==> config.mk <==
export PLATFORM = sky130hd
export DESIGN_NAME = float_result_fifo
export DESIGN_NICKNAME = d
export VERILOG_FILES = /design/src/rtl/float_alu_pkg.sv /design/src/rtl/float_result_fifo_mem.sv /design/src/rtl/float_result_fifo.sv
export SDC_FILE = /design/constraint.sdc
export NUM_CORES = 1
export LEC_CHECK = 0
export ABC_AREA = 1
export ABC_CLOCK_PERIOD_IN_PS = 2900
export CAP_MARGIN = 20
export CORE_MARGIN = 2
export CORE_UTILIZATION = 42
export CTS_BUF_LIST = sky130_fd_sc_hd__clkbuf_2 sky130_fd_sc_hd__clkbuf_4 sky130_fd_sc_hd__clkbuf_8
export CTS_CLUSTER_SIZE = 28
export DETAILED_ROUTE_END_ITERATION = 8
export PLACE_DENSITY = 0.61
export SLEW_MARGIN = 20
export SYNTH_ARGS = -nofsm -noshare
export SYNTH_HDL_FRONTEND = slang
export SYNTH_SLANG_ARGS = --single-unit
export TNS_END_PERCENT = 1
==> constraint.sdc <==
create_clock -name clk -period 2.9 [get_ports clk]
set_input_delay 0.725 -clock clk [delete_from_list [all_inputs] [get_ports clk]]
set_output_delay 0.725 -clock clk [all_outputs]
set_load 0.02 [all_outputs]
==> src/rtl/float_alu_pkg.sv <==
// float_alu_pkg
// Shared definitions for the single-precision ALU datapath: flag bit
// positions, word widths, the default result-FIFO depth, the packed
// result-entry layout and the occupancy-state encoding. The multiplier-side
// glue and the result FIFO both import this package.
package float_alu_pkg;

  // Bit positions inside a 4-bit flag vector {exception, overflow, underflow, zero}
  localparam int FLAG_EXC  = 3;
  localparam int FLAG_OVF  = 2;
  localparam int FLAG_UNF  = 1;
  localparam int FLAG_ZERO = 0;

  localparam int FLAG_W  = 4;
  localparam int FP_W    = 32;
  localparam int ENTRY_W = FLAG_W + FP_W;

  localparam int DEFAULT_FIFO_DEPTH = 4;

  // One buffered multiplier result; flags occupy the upper bits
  typedef struct packed {
    logic [FLAG_W-1:0] flags;
    logic [FP_W-1:0]   product;
  } result_entry_t;

  // Occupancy of the result FIFO, derived purely from its count
  typedef enum logic [1:0] {
    OCC_EMPTY   = 2'd0,
    OCC_PARTIAL = 2'd1,
    OCC_FULL    = 2'd2
  } occ_state_t;

  // A result counts as an error event when any of exception, overflow or
  // underflow is raised; a zero result on its own is not an error.
  function automatic logic is_error(input logic [FLAG_W-1:0] flags);
    return flags[FLAG_EXC] | flags[FLAG_OVF] | flags[FLAG_UNF];
  endfunction

endpackage

==> src/rtl/float_result_fifo_mem.sv <==
// float_result_fifo_mem
// DEPTH x 36-bit storage array for the result FIFO.
// Ports:
//   clk      - rising-edge clock for the write port
//   wr_en    - write strobe
//   wr_addr  - write index
//   wr_data  - result entry to store
//   rd_addr  - read index (asynchronous read)
//   rd_data  - entry at rd_addr
module float_result_fifo_mem
  import float_alu_pkg::*;
#(
  parameter int DEPTH = DEFAULT_FIFO_DEPTH,
  parameter int AW    = $clog2(DEPTH)
) (
  input  logic          clk,
  input  logic          wr_en,
  input  logic [AW-1:0] wr_addr,
  input  result_entry_t wr_data,
  input  logic [AW-1:0] rd_addr,
  output result_entry_t rd_data
);

  result_entry_t mem [DEPTH];

  // Storage is not reset: validity is tracked by the pointers and count
  // in the parent, so stale contents are never presented.
  always_ff @(posedge clk) begin
    if (wr_en) begin
      mem[wr_addr] <= wr_data;
    end
  end

  assign rd_data = mem[rd_addr];

endmodule

==> src/rtl/float_result_fifo.sv <==
// float_result_fifo
// Registered capture stage behind the combinational FP multiplier. Buffers
// product words plus their four status flags in a DEPTH-entry FIFO and keeps
// sticky flags and a saturating error-event counter for software polling.
// Ports:
//   clk, rst                  - clock, asynchronous active-high reset
//   in_valid / in_ready       - producer handshake (in_ready = !full)
//   in_product, in_exception, in_overflow, in_underflow, in_zero - result
//   out_valid / out_ready     - consumer handshake (out_valid = !empty)
//   out_product, out_flags    - head entry, zero when empty
//   count                     - current occupancy 0..DEPTH
//   sticky_flags              - OR of flags of all accepted entries
//   err_count                 - saturating count of erroring entries
//   sticky_clr                - synchronous clear of sticky_flags/err_count
module float_result_fifo
  import float_alu_pkg::*;
#(
  parameter int DEPTH = DEFAULT_FIFO_DEPTH,
  parameter int CNT_W = $clog2(DEPTH) + 1
) (
  input  logic              clk,
  input  logic              rst,
  input  logic              in_valid,
  output logic              in_ready,
  input  logic [FP_W-1:0]   in_product,
  input  logic              in_exception,
  input  logic              in_overflow,
  input  logic              in_underflow,
  input  logic              in_zero,
  output logic              out_valid,
  input  logic              out_ready,
  output logic [FP_W-1:0]   out_product,
  output logic [FLAG_W-1:0] out_flags,
  output logic [CNT_W-1:0]  count,
  output logic [FLAG_W-1:0] sticky_flags,
  output logic [7:0]        err_count,
  input  logic              sticky_clr
);

  localparam int AW = $clog2(DEPTH);

  logic [AW-1:0]     wp;
  logic [AW-1:0]     rp;
  logic              push;
  logic              pop;
  logic [FLAG_W-1:0] in_flags;
  result_entry_t     wr_entry;
  result_entry_t     rd_entry;
  occ_state_t        occ_state;
  logic [FLAG_W-1:0] next_sticky;
  logic [7:0]        err_base;
  logic [7:0]        next_err;

  assign in_flags = {in_exception, in_overflow, in_underflow, in_zero};
  assign wr_entry = '{flags: in_flags, product: in_product};

  // Occupancy classification from count alone, so the handshake outputs
  // never depend combinationally on any input.
  always_comb begin
    occ_state = OCC_PARTIAL;
    if (count == '0) begin
      occ_state = OCC_EMPTY;
    end else if (count == CNT_W'(DEPTH)) begin
      occ_state = OCC_FULL;
    end
  end

  assign in_ready  = (occ_state != OCC_FULL);
  assign out_valid = (occ_state != OCC_EMPTY);
  assign push      = in_valid & in_ready;
  assign pop       = out_valid & out_ready;

  float_result_fifo_mem #(
    .DEPTH (DEPTH),
    .AW    (AW)
  ) u_mem (
    .clk     (clk),
    .wr_en   (push),
    .wr_addr (wp),
    .wr_data (wr_entry),
    .rd_addr (rp),
    .rd_data (rd_entry)
  );

  // Empty FIFO shows zeros rather than whatever stale word rp points at
  assign out_product = out_valid ? rd_entry.product : '0;
  assign out_flags   = out_valid ? rd_entry.flags   : '0;

  // Pointers wrap modulo DEPTH by overflow; count disambiguates full/empty.
  // Simultaneous push and pop leaves count unchanged.
  always_ff @(posedge clk or posedge rst) begin
    if (rst) begin
      wp    <= '0;
      rp    <= '0;
      count <= '0;
    end else begin
      if (push) begin
        wp <= wp + AW'(1);
      end
      if (pop) begin
        rp <= rp + AW'(1);
      end
      case ({push, pop})
        2'b10:   count <= count + CNT_W'(1);
        2'b01:   count <= count - CNT_W'(1);
        default: count <= count;
      endcase
    end
  end

  // Clear is applied before the OR/increment so a same-cycle push survives
  // the clear.
  always_comb begin
    next_sticky = (sticky_clr ? '0 : sticky_flags) | (push ? in_flags : '0);
    err_base    = sticky_clr ? 8'd0 : err_count;
    next_err    = err_base;
    if (push && is_error(in_flags) && (err_base != 8'hFF)) begin
      next_err = err_base + 8'd1;
    end
  end

  // Status registers for software polling
  always_ff @(posedge clk or posedge rst) begin
    if (rst) begin
      sticky_flags <= '0;
      err_count    <= '0;
    end else begin
      sticky_flags <= next_sticky;
      err_count    <= next_err;
    end
  end

endmodule

== Word level (Yosys, flattened, before mapping) ==
Memories as Yosys holds them, arrays and structs flattened.
Cells that the tools add are included.

* Add/subtract/negate cells: 5
* Equality and inequality tests: 5
* Mux-type cells: 11
* Bitwise gates (word level): 5
* Reduce and logical (&&, ||, !) cells: 5

{| class="wikitable"
|+ Operator list
! kind !! count
|-
| 32-bit 2-to-1 mux || 1
|-
| 8-bit 2-to-1 mux || 2
|-
| 4-bit 2-to-1 mux || 3
|-
| 8-bit by 1-bit adder with 8-bit output (second input constant) || 1
|-
| 8-bit inequality test (second input constant) || 1
|-
| 3-bit one-hot mux with 2 select lines || 1
|-
| 2-bit by 1-bit adder with 2-bit output (second input constant) || 2
|-
| 2-bit 2-to-1 mux || 2
|-
| 4-bit OR || 1
|-
| 2-bit nonzero test || 2
|-
| 3-bit by 1-bit adder with 3-bit output (second input constant) || 1
|-
| 3-bit equality test (second input constant) || 1
|-
| 3-bit zero test || 1
|-
| 3-bit by 1-bit subtractor with 3-bit output (second input constant) || 1
|-
| 1-bit AND || 2
|-
| 2-bit by 1-bit equality test with 1-bit output (second input constant) || 1
|-
| 2-bit equality test (second input constant) || 1
|-
| 1-bit logical AND || 2
|-
| 1-bit 2-to-1 mux || 2
|-
| 2-bit inequality test (second input constant) || 1
|-
| 1-bit OR || 2
|}

* Register bits after elaboration: 19
* Bits in writable memories: 144
* Input port bits: 41
* Output and inout bits: 53
* Word-level logic and storage cells: 37
* Memories: 1

{| class="wikitable"
|+ Memories
! name !! words !! bits a word !! rd ports !! clocked after Yosys merged registers in !! write ports !! line !! text
|-
| u_mem.mem || 4 || 36 || 1 || 0 || 1 || float_result_fifo_mem.sv:24 || <nowiki>result_entry_t mem [DEPTH];</nowiki>
|}

== Depth between registers and ports, before layout ==
Gate-level depths: netlist of run 1.

* Depth in word-level cells: 8
* Depth in mapped cells: 12
* Mapped depth without buffers: 11

== Hierarchy ==
A second synthesis of run 1 with hierarchy kept.

* Cells, all modules: 777
* Area total of the unflattened synthesis: 7509.7 um^2

{| class="wikitable"
|+ By module, submodules not included
! module !! instances !! cells an instance !! area each (um^2) !! sequential area each (um^2)
|-
| float_result_fifo_mem || 1 || 571 || 6122.1 || 4324.1
|-
| float_result_fifo || 1 || 206 || 1387.6 || 475.5
|}

== Least setup slack after synthesis of run 1 ==
No wires, ideal clock.

* Kind: register to register
* Start point: register count[1]
* End point: memory u_mem.mem[0][0] in the netlist's numbering (enable)
* Arrival: 2558 ps
* Data required time: 2471 ps
* Setup slack: -87 ps
* Stages on the path, launching flop included: 6
* Path buffers: 1
* Period minus slack after synthesis: 2987 ps
* Path through: dfrtp_1 -> inv_1 -> nand3_2 -> nand2_2 -> buf_2 -> nor2_1

* Word-level cells in the longest chain between the ends: 7
* Elaborated cells on any way between the ends: 8
* Classes of those cells: eq/ne: 2; mux: 4; bitwise: 1; reduce/logical: 1

{| class="wikitable"
|+ Ends and longest elaborated chain
! item !! line !! text
|-
| from (decl) || float_result_fifo.sv:34 || <nowiki>output logic [CNT_W-1:0] count,</nowiki>
|-
| from (signal assigned) || float_result_fifo.sv:104 || <nowiki>2'b10: count <= count + CNT_W'(1);</nowiki>
|-
| from (signal assigned) || float_result_fifo.sv:105 || <nowiki>2'b01: count <= count - CNT_W'(1);</nowiki>
|-
| from (signal assigned) || float_result_fifo.sv:106 || <nowiki>default: count <= count;</nowiki>
|-
| 3-bit equality test || float_result_fifo.sv:63 || <nowiki>end else if (count == CNT_W'(DEPTH)) begin</nowiki>
|-
| 2-bit 2-to-1 mux || float_result_fifo.sv:63 ||
|-
| 2-bit 2-to-1 mux (*) || float_result_fifo.sv:61 || <nowiki>if (count == '0) begin</nowiki>
|-
| 2-bit inequality test (*) || float_result_fifo.sv:68 || <nowiki>assign in_ready = (occ_state != OCC_FULL);</nowiki>
|-
| named net in_ready || float_result_fifo.sv:24 || <nowiki>output logic in_ready,</nowiki>
|-
| 1-bit AND (*) || float_result_fifo.sv:70 || <nowiki>assign push = in_valid & in_ready;</nowiki>
|-
| 1-bit 2-to-1 mux (*) || float_result_fifo_mem.sv:29 || <nowiki>if (wr_en) begin</nowiki>
|-
| 1-bit 2-to-1 mux (implied by the code) (*) || float_result_fifo_mem.sv:30 || <nowiki>mem[wr_addr] <= wr_data;</nowiki>
|-
| to (decl) || float_result_fifo_mem.sv:24 ||
|}

The timed path passes the listed nets; every way through them passes the cells marked *.

== Final worst setup path of run 1 ==
* Start point: register rp[1]
* End point: output port out_product[15]

* Word-level cells in the longest chain between the ends: 2

{| class="wikitable"
|+ Ends and longest elaborated chain
! item !! line !! text
|-
| from (decl) || float_result_fifo.sv:43 || <nowiki>logic [AW-1:0] rp;</nowiki>
|-
| from (signal assigned) || float_result_fifo.sv:101 || <nowiki>rp <= rp + AW'(1);</nowiki>
|-
| memory 4 x 36 bit || - ||
|-
| 32-bit 2-to-1 mux || float_result_fifo.sv:86 || <nowiki>assign out_product = out_valid ? rd_entry.product : '0;</nowiki>
|-
| to (decl) || float_result_fifo.sv:32 || <nowiki>output logic [FP_W-1:0] out_product,</nowiki>
|}

Every way passes these cells.

==> results of run 1 <==
## flip-flops by register name, indices dropped and copies added, names as in the netlist
name,count
count,3
sticky_flags,4
rp,2
wp,2
err_count,8
u_mem.mem,144
## cells in the final DEF (no fill, tap or decap)
master / Yosys / final
a21oi_1: 39 / 39
buf_12: 0 / 5
buf_4: 3 / 11
buf_6: 6 / 1
buf_8: 0 / 1
bufinv_16: 0 / 2
clkbuf_2: 0 / 1
clkbuf_4: 0 / 2
clkbuf_8: 0 / 17
clkdlybuf4s50_1: 0 / 57
clkinv_1: 0 / 4
clkinv_2: 0 / 4
clkinvlp_4: 0 / 3
dfrtp_1: 19 / 17
dfrtp_2: 0 / 2
dlygate4sd2_1: 0 / 29
dlymetal6s2s_1: 0 / 6
edfxtp_1: 144 / 144
fa_1: 1 / 1
ha_1: 6 / 6
inv_1: 24 / 24
inv_2: 5 / 4
inv_4: 0 / 1
nand2_1: 44 / 44
nand2_2: 1 / 1
nand2_4: 1 / 1
nand3_1: 10 / 10
nand3_2: 1 / 1
nor2_1: 155 / 151
nor2_4: 2 / 6
nor3_2: 0 / 1
o21ai_0: 22 / 22
o21ai_1: 56 / 56
xnor2_1: 3 / 3
xor2_1: 5 / 5
## cells by family (layout without fill, tap and decap cells)
group | Yosys count | count (layout) | share of synthesized area, %
flops | 163 | 163 | 71.8
compound gates | 117 | 117 | 8.76
buf+inv | 57 | 172 | 4.23
fa+ha+maj | 7 | 7 | 1.42
xor+xnor | 8 | 8 | 1.05
simple gates | 215 | 215 | 12.7
## per-layer routing
metal	share of wire [%]	GRT usage, %
met2	47	28.8
met1	45	25.0
met3	6.0	4.72
met5	0	0
met4	1.4	6.45
## timing repair
action	CTS	global route
gates resized for setup	31	11
endpoints found under the setup margin	36	9
hold endpoints to repair	0	0
gates cloned	0	0
## cell type report
| type | instances | area (sq um) | share of cell area, % |
|---|---|---|---|
| Timing Repair Buffer | 111 | 1110 | 13.4 |
| Multi-Input combinational cell | 347 | 1640 | 19.7 |
| Inverter | 29 | 111 | 1.34 |
| Sequential cell | 163 | 4800 | 57.8 |
| Tap cell | 216 | 270 | 3.26 |
| Clock inverter | 13 | 118 | 1.42 |
| Clock buffer | 19 | 249 | 3.00 |
## metrics by stage
stage	setup TNS [ps]	util, %	std cells	setup WS, ps
floorplan	-12500	-	567	-86.8
global placement	0	50.6	866	295
detailed placement	0	50.6	866	249
CTS	-664	52.7	898	-173
global route	0	52.8	898	19.0
finish	0	52.8	898	143
## critical path, delay by kind of cell (launching register included)
family                 cells  cell delay (ps)
buffers and inverters      3              730
DFF                        1              480
AOI/OAI and AO/OA          2              270
and+or+nand+nor            1              100
## final timing paths
path | start | cells past startpoint | to | slack (ps)
min in group asynchronous | rst | 2 | sticky_flags[0] | 710
setup / recovery | rp[1] | 6 | out_product[15] | 140
setup reg to reg | count[2] | 9 | count[2] | 710
max in group asynchronous | rst | 2 | rp[1] | 1640
hold reg to reg | sticky_flags[0] | 2 | sticky_flags[0] | 490
hold / removal | sticky_flags[0] | 2 | sticky_flags[0] | 490
## power breakdown
part           switching (W)  internal (W)
registers           0.000176       0.00307
logic                0.00241       0.00139
clock network       0.000782      0.000763
==> flow_metrics.env, run 1 <==
export IMPL_clock_sinks=163
export IMPL_synthFlopType="edfxtp_1"
export IMPL_synth_top_cell_area_share_pct=64.7
export IMPL_wirelength_um=14600
export IMPL_final_area_sq_mm=0.00830
export IMPL_dp_hpwl_um=8800
export IMPL_area_growth_pct=24.2
export IMPL_die_height_um=130
export IMPL_timing_worst_setup_path_type="flip-flop to output port"
export IMPL_synth_top_area_cell="edfxtp_1"
export IMPL_finalHoldViolations=0
export IMPL_yosysUniqueCellTypes=23
export IMPL_clk_latency_ps=450
export IMPL_slew_violations=0
export IMPL_p_leak_nw=3.13
export IMPL_vdd_drop_max_uv=599
export IMPL_fin_skew_ps=11.0
export IMPL_cts_setup_buffers=0
export IMPL_ios=94
export IMPL_syn_num_nets=615
export IMPL_maxCapViolations=0
export IMPL_postCtsHoldBufs=0
export IMPL_core_area_sq_mm=0.0157
export IMPL_seq_area_frac_synth_pct=71.8
export IMPL_vias_per_cell=4.94
export IMPL_slew_headroom_pct=47.6
export IMPL_grt_pass1_wl_um=23200
export IMPL_start_util_pct=42.5
export IMPL_status="finished, final reports clean"
export IMPL_grt_pass1_vias=4375
export IMPL_htreeDepth=4
export IMPL_drc=0
export IMPL_fmax_mhz=363
export IMPL_startpoint_type="flip-flop"
export IMPL_fin_crit_ps=2760
export IMPL_p_per_area_mw_per_mm2=1040
export IMPL_cp_max_fo=15
export IMPL_synth_edf_count=144
export IMPL_netlist_top_cells_area="edfxtp_1 65%, nor2_1 8.7%, dfrtp_1 7.1%"
export IMPL_synth_warnings=0
export IMPL_drtPass1Iterations=5
export IMPL_yosysMostFrequentCell="nor2_1"
export IMPL_grt_max_degree=47
export IMPL_n_fill_cell=1356
export IMPL_hold_ws_ps=492
export IMPL_drtIter0Drc=422
export IMPL_antenna_found_initial=0
export IMPL_grt_overflow=0
export IMPL_fin_crit_sh_pct=95.1
export IMPL_netlist_instances=567
export IMPL_cts_root_buf="clkbuf_8"
export IMPL_drive_above_1_share_pct=9.38
export IMPL_placed_cell_area_sq_mm=0.00795
export IMPL_vias=4432
export IMPL_end_kind="output port"
export IMPL_antenna_cells=0
export IMPL_syn_avg_cell_area_sq_um=11.8
export IMPL_worst_endpoint_required_ps=2170
export IMPL_hp_class="flip-flop to flip-flop"
export IMPL_layout_nets=717
export IMPL_worst_slew_pin_slew_ps=785
export IMPL_cts_inserted_buffers=17
export IMPL_grt_usage_pct=18.3
export IMPL_die_width_um=130
export IMPL_worstPathCellList="inv_2, buf_4, nor2_1, o21ai_0, a21oi_1, dlygate4sd2_1"
export IMPL_clkTransAtPathRegs_ps=90
export IMPL_core_rowCount=46
export IMPL_cts_buffer_depth=2
export IMPL_wire_per_inst_um=16.2
export IMPL_netlist_top_cells_count="155 x nor2_1, 144 x edfxtp_1, 56 x o21ai_1, 44 x nand2_1, 39 x a21oi_1"
export IMPL_synthArstFlopShare_pct=11.7
export IMPL_arrival_ps=2030
export IMPL_drtAntennaViolNets=0
export IMPL_synth_seq_cells=163
export IMPL_slowest_stage="dfrtp_2"
export IMPL_setup_viol=0
export IMPL_synth_area_sq_mm=0.00669
export IMPL_cts_tree="done"
export IMPL_power_w=0.00859
export IMPL_port_buffers=93
export IMPL_gp_congestion=0.798
export IMPL_fp_dieArea_sq_mm=0.0169
export IMPL_slowest_delay_ps=480
export IMPL_rsz0062_at_grt="false"
No activity file was read; power rests on OpenSTA's default activity.
==> run 2, diff against run 1 <==
--- a/config.mk
+++ b/config.mk
@@ -8,11 +8,12 @@
 export ABC_AREA = 1
 export ABC_CLOCK_PERIOD_IN_PS = 2900
 export CAP_MARGIN = 20
-export CORE_MARGIN = 2
+export CORE_MARGIN = 1.5
 export CORE_UTILIZATION = 42
 export CTS_BUF_LIST = sky130_fd_sc_hd__clkbuf_2 sky130_fd_sc_hd__clkbuf_4 sky130_fd_sc_hd__clkbuf_8
 export CTS_CLUSTER_SIZE = 28
 export DETAILED_ROUTE_END_ITERATION = 8
+export HOLD_SLACK_MARGIN = 0.08
 export PLACE_DENSITY = 0.61
 export SLEW_MARGIN = 20
 export SYNTH_ARGS = -nofsm -noshare
==> run 2 against run 1 <==
- first-iteration DRC count shrank 35%
- sequential power is essentially flat
- total power grew 0.53%
- highest routed layer unchanged
- hold slack gained 17 ps
==> flow_metrics.env, run 2 (synthesis gave the netlist of run 1 again) <==
export IMPL_status="finished, final reports clean"
export IMPL_grt_max_degree=45
export IMPL_cts_root_buf="clkbuf_8"
export IMPL_arrival_ps=2040
export IMPL_layout_commonest_cell="nor2_1"
export IMPL_post_cts_resized=20
export IMPL_reg2reg_from="count[0]"
export IMPL_die_width_um=129
export IMPL_largest_reg_flops=144
export IMPL_cts_inserted_buffers=17
export IMPL_r2r_slack_ps=800
export IMPL_rsz0062_at_grt="false"
export IMPL_fin_skew_ps=13.3
export IMPL_hp_class="flip-flop to flip-flop"
export IMPL_slew_violations=0
export IMPL_finalHoldViolations=0
export IMPL_critical_path_top_delay_family="buffers and inverters"
export IMPL_grt_usage_pct=18.6
export IMPL_vias_per_cell=4.87
export IMPL_slowest_stage="clkdlybuf4s50_1"
export IMPL_drtAntennaViolNets=0
export IMPL_top_regs="u_mem.mem: 144 flops, err_count: 8 flops, sticky_flags: 4 flops"
export IMPL_grt_pass1_wl_um=23000
export IMPL_ios=94
export IMPL_hold_end="sticky_flags[0]"
export IMPL_clk_latency_ps=450
export IMPL_wire_per_inst_um=16.3
export IMPL_port_buffers=93
export IMPL_setup_viol=0
export IMPL_clkTransAtPathRegs_ps=90
export IMPL_vdd_drop_max_uv=555
export IMPL_hp_start="sticky_flags[0]"
export IMPL_start_util_pct=43.5
export IMPL_cts_buffer_depth=2
export IMPL_final_cell_mix="151 x nor2_1, 144 x edfxtp_1, 57 x clkdlybuf4s50_1"
export IMPL_postCtsHoldBufs=0
export IMPL_cp_startpoint="count[0]"
export IMPL_dpl_cell_count=861
export IMPL_drc=0
export IMPL_top_register="u_mem.mem"
export IMPL_gp_congestion=0.826
export IMPL_grt_pass1_vias=4396
export IMPL_cts_setup_buffers=0
export IMPL_drive_above_1_share_pct=9.53
export IMPL_htreeDepth=4
export IMPL_die_height_um=129
export IMPL_clock_sinks=163
export IMPL_maxCapViolations=0
export IMPL_fin_cells=893
export IMPL_placed_cell_area_sq_mm=0.00792
export IMPL_drtPass1Iterations=4
export IMPL_hold_depth=2
export IMPL_worstReg2RegEnd="count[2]"
export IMPL_fp_dieArea_sq_mm=0.0167
export IMPL_slowest_delay_ps=530
export IMPL_startpoint_type="flip-flop"
export IMPL_antenna_found_initial=0
export IMPL_worst_endpoint_required_ps=2170
export IMPL_core_rowCount=45
export IMPL_cts_tree="done"
export IMPL_layout_nets=717
export IMPL_vias=4347
export IMPL_fin_crit_sh_pct=95.3
export IMPL_p_leak_nw=3.25
export IMPL_end_kind="output port"
export IMPL_core_area_sq_mm=0.0154
export IMPL_final_area_sq_mm=0.00833
export IMPL_grt_overflow=0
export IMPL_worst_slew_pin_slew_ps=773
export IMPL_fin_crit_ps=2760
export IMPL_drtIter0Drc=275
export IMPL_n_fill_cell=1296
export IMPL_worstPathCellList="nor3_2, buf_12, inv_1, clkdlybuf4s50_1"
export IMPL_timing_worst_setup_path_type="flip-flop to output port"
export IMPL_p_per_area_mw_per_mm2=1040
export IMPL_wirelength_um=14600
export IMPL_antenna_cells=0
export IMPL_dp_hpwl_um=8780
export IMPL_path_buf_inv=3
export IMPL_r2r_cells=9
export IMPL_fmax_mhz=362
export IMPL_area_growth_pct=24.6
export IMPL_cp_max_fo=38
export IMPL_slew_headroom_pct=48.4
## run 2: how the worst max path moves through the flow
stage	to	slack [ps]	depth (start not counted)
2_1_floorplan	u_mem.mem[0][0]	-90	5
3_3_place_gp	count[2]	350	9
3_5_place_dp	count[2]	310	9
4_1_cts	out_product[28]	-30	6
5_1_grt	out_valid	30	4
6_report	out_valid	140	4
## run 2: worst register-to-register path: stages (launching register included)
cell and delay (ps):
dfrtp_1 440, nor3_2 90, buf_12 190, nor2_1 250
ha_1 200, inv_1 60, fa_1 370, a21oi_1 140
o21ai_0 120, xnor2_1 140
## run 2: cell type report
cell class                 count  area (sq um)  area share, %
timing repair buffer         111          1150           13.8
sequential                   163          4800           57.7
inverter                      29           109           1.31
clock buffer                  19           249           2.99
clock inverter                13           118           1.41
multi-input combinational    347          1640           19.7
tap                          211           264           3.17
## run 2: through the flow
| stage | hold WS [ps] | util [%] | power, W | TNS [ps] | worst slack [ps] |
|---|---|---|---|---|---|
| after global placement | 479 | 51.5 | 0.00731 | 0 | 354 |
| after CTS | 514 | 53.8 | 0.00880 | -142 | -32.3 |
| after floorplan | 557 | - | 0.00565 | -12500 | -86.8 |
| after detailed placement | 480 | 51.5 | 0.00738 | 0 | 312 |
| final | 509 | 54.2 | 0.00864 | 0 | 136 |
| after global routing | 541 | 54.2 | 0.00921 | 0 | 30.7 |
## run 2: power by group
| part | internal (W) | leakage, nW | switching [W] |
|---|---|---|---|
| clock | 0.000765 | 0.190 | 0.000774 |
| sequential | 0.00307 | 1.56 | 0.000157 |
| combinational | 0.00145 | 1.50 | 0.00242 |
| total | 0.00529 | 3.25 | 0.00335 |
## run 2: routing by layer
layer	share of wire, %	vias up	track usage (%)
met4	0.91	0	4.96
met3	4.3	11	5.00
met1	46	2102	24.2
met2	48	88	31.0
li1	-	2146	-
met5	0	-	0
==> run 3, diff against run 2 <==
--- a/config.mk
+++ b/config.mk
@@ -8,13 +8,15 @@
 export ABC_AREA = 1
 export ABC_CLOCK_PERIOD_IN_PS = 2900
 export CAP_MARGIN = 20
+export CELL_PAD_IN_SITES_DETAIL_PLACEMENT = 2
+export CELL_PAD_IN_SITES_GLOBAL_PLACEMENT = 2
 export CORE_MARGIN = 1.5
-export CORE_UTILIZATION = 42
+export CORE_UTILIZATION = 38
 export CTS_BUF_LIST = sky130_fd_sc_hd__clkbuf_2 sky130_fd_sc_hd__clkbuf_4 sky130_fd_sc_hd__clkbuf_8
 export CTS_CLUSTER_SIZE = 28
 export DETAILED_ROUTE_END_ITERATION = 8
 export HOLD_SLACK_MARGIN = 0.08
-export PLACE_DENSITY = 0.61
+export PLACE_DENSITY = 0.8
 export SLEW_MARGIN = 20
 export SYNTH_ARGS = -nofsm -noshare
 export SYNTH_HDL_FRONTEND = slang
==> run 3 against run 2 <==
- count of clock-buffer cells in the layout did not move
- sequential power rose by 2%
- sequential share of layout area fell by 0.19 points
- flip-flop and latch count did not move
- hold slack improved by 11 ps
- combinational power rose by 3%
- clock skew fell by 4.6 ps
- worst setup slack got worse by 91 ps
- register-to-register slack got worse by 170 ps
- critical endpoint is now out_flags[0]
- largest power group unchanged
==> flow_metrics.env, run 3 (synthesis gave the netlist of run 1 again) <==
export IMPL_grt_pass1_wl_um=29500
export IMPL_utilization_pct=48.5
export IMPL_vdd_drop_max_uv=533
export IMPL_dp_hpwl_um=11600
export IMPL_fin_cells=907
export IMPL_hold_depth=2
export IMPL_worstPathCellList="inv_2, buf_12, o21ai_1, a21oi_1, dlygate4sd2_1"
export IMPL_slew_violations=0
export IMPL_drive_above_1_share_pct=9.68
export IMPL_setup_viol=0
export IMPL_port_buffers=93
export IMPL_cts_root_buf="clkbuf_8"
export IMPL_dpl_worst_slack_ps=152
export IMPL_path_buf_inv=3
export IMPL_rsz0062_at_grt="true"
export IMPL_grt_usage_pct=21.8
export IMPL_antenna_cells=0
export IMPL_largest_reg_flops=144
export IMPL_clock_sinks=163
export IMPL_hold_end="sticky_flags[0]"
export IMPL_worstReg2RegEnd="count[2]"
export IMPL_worst_endpoint_required_ps=2170
export IMPL_reg2reg_from="count[2]"
export IMPL_maxCapViolations=0
export IMPL_fin_crit_sh_pct=98.5
export IMPL_die_height_um=136
export IMPL_die_width_um=136
export IMPL_arrival_ps=2130
export IMPL_drtPass1Iterations=4
export IMPL_cts_tree="done"
export IMPL_p_per_area_mw_per_mm2=1070
export IMPL_cts_buffer_depth=2
export IMPL_drtIter0Drc=238
export IMPL_core_area_sq_mm=0.0172
export IMPL_gp_congestion=0.727
export IMPL_antenna_found_initial=0
export IMPL_top_regs="u_mem.mem: 144 flops, err_count: 8 flops, sticky_flags: 4 flops"
export IMPL_drc=0
export IMPL_vias_per_cell=5.17
export IMPL_r2r_slack_ps=630
export IMPL_fin_skew_ps=8.76
export IMPL_start_util_pct=38.8
export IMPL_startpoint_type="flip-flop"
export IMPL_layout_nets=718
export IMPL_status="finished, final reports clean"
export IMPL_ios=94
export IMPL_drtAntennaViolNets=0
export IMPL_slowest_stage="dfrtp_4"
export IMPL_clkTransAtPathRegs_ps=80
export IMPL_p_leak_nw=3.10
export IMPL_fp_dieArea_sq_mm=0.0184
export IMPL_worst_slew_pin_slew_ps=818
export IMPL_cp_max_fo=50
export IMPL_dpl_cell_count=874
export IMPL_timing_worst_setup_path_type="flip-flop to output port"
export IMPL_slew_headroom_pct=45.4
export IMPL_grt_pass1_vias=5307
export IMPL_htreeDepth=4
export IMPL_grt_overflow=0
export IMPL_end_kind="output port"
export IMPL_fin_crit_ps=2860
export IMPL_vias=4686
export IMPL_final_cell_mix="151 x nor2_1, 144 x edfxtp_1, 56 x o21ai_1, 56 x clkdlybuf4s50_1, 44 x nand2_1"
export IMPL_layout_commonest_cell="nor2_1"
export IMPL_r2r_cells=9
export IMPL_critical_path_top_delay_family="buffers and inverters"
export IMPL_grt_max_degree=51
export IMPL_top_register="u_mem.mem"
export IMPL_setup_slack_ps=44.7
export IMPL_hold_ws_ps=519
export IMPL_slowest_delay_ps=550
export IMPL_wire_per_inst_um=20.8
export IMPL_clk_latency_ps=470
export IMPL_power_w=0.00896
export IMPL_hp_class="flip-flop to flip-flop"
export IMPL_wirelength_um=18900
export IMPL_area_growth_pct=25.1
export IMPL_hp_start="sticky_flags[0]"
export IMPL_fmax_mhz=350
export IMPL_core_rowCount=48
export IMPL_finalHoldViolations=0
export IMPL_cts_inserted_buffers=17
-- run 3: cell count changes in the layout (fill, tap and decap cells not counted), moves of 2 or more --
| cell | before | now |
|---|---|---|
| dlymetal6s2s_1 | 19 | 3 |
| clkbuf_2 | 0 | 3 |
| clkinvlp_4 | 2 | 4 |
| buf_6 | 3 | 1 |
| clkdlybuf4s15_1 | 0 | 2 |
| buf_12 | 3 | 7 |
| clkinv_2 | 7 | 1 |
| clkinv_1 | 2 | 4 |
| dlygate4sd2_1 | 17 | 29 |
-- run 3: power by group --
group / switching [W] / internal (W) / leakage, nW / total, W
combinational: 0.00259 / 0.00141 / 1.36 / 0.00400
clock: 0.000813 / 0.000850 / 0.185 / 0.00166
sequential: 0.000219 / 0.00308 / 1.56 / 0.00330
-- run 3: worst register-to-register path: cells and delay by family, from the launching register on --
kind,cells,cell delay [ps]
compound gates,2,300
fa+ha+maj,2,590
simple gates,2,350
flops,1,470
buf+inv,2,300
xor+xnor,1,160
-- run 3: worst max path at each step --
stage,start,to,slack [ps],depth (start not counted)
global placement,rp[0],out_flags[0],250,5
floorplan,count[1],u_mem.mem[0][0],-90,5
detailed placement,rp[0],out_product[21],150,6
CTS,rp[0],out_product[28],-110,6
finish,rp[0],out_flags[0],40,5
global route,rp[0],out_product[31],-0.09,5
-- run 3: metrics by stage --
step           area [sq um]  TNS, ps
6_report               8360        0
5_1_grt                8360  -0.0850
3_3_place_gp           7990        0
3_5_place_dp           7990        0
2_1_floorplan          6690   -12500
4_1_cts                8360     -216
-- run 3: area by class of cell --
class	count	area [sq um]
inverters	29	109
flip-flops and latches	163	4800
clock inverters	12	140
well taps	225	282
multi-input cells	347	1640
repair buffers	112	1140
clock buffers	19	249
fillers	1735	8880
-- run 3: what timing repair did --
action,CTS,global route
endpoints found under the hold margin,0,0
resized for setup,36,12
buffers inserted,2,0
endpoints found under the setup margin,36,8
hold buffers,0,0
-- run 3: per-layer routing --
layer / GRT usage [%] / vias up / share of wire [%]
met3: 4.56 / 26 / 3.5
li1: - / 2147 / -
met2: 38.8 / 88 / 53
met4: 6.57 / 0 / 1.4
met5: 0 / - / 0
met1: 26.7 / 2425 / 42
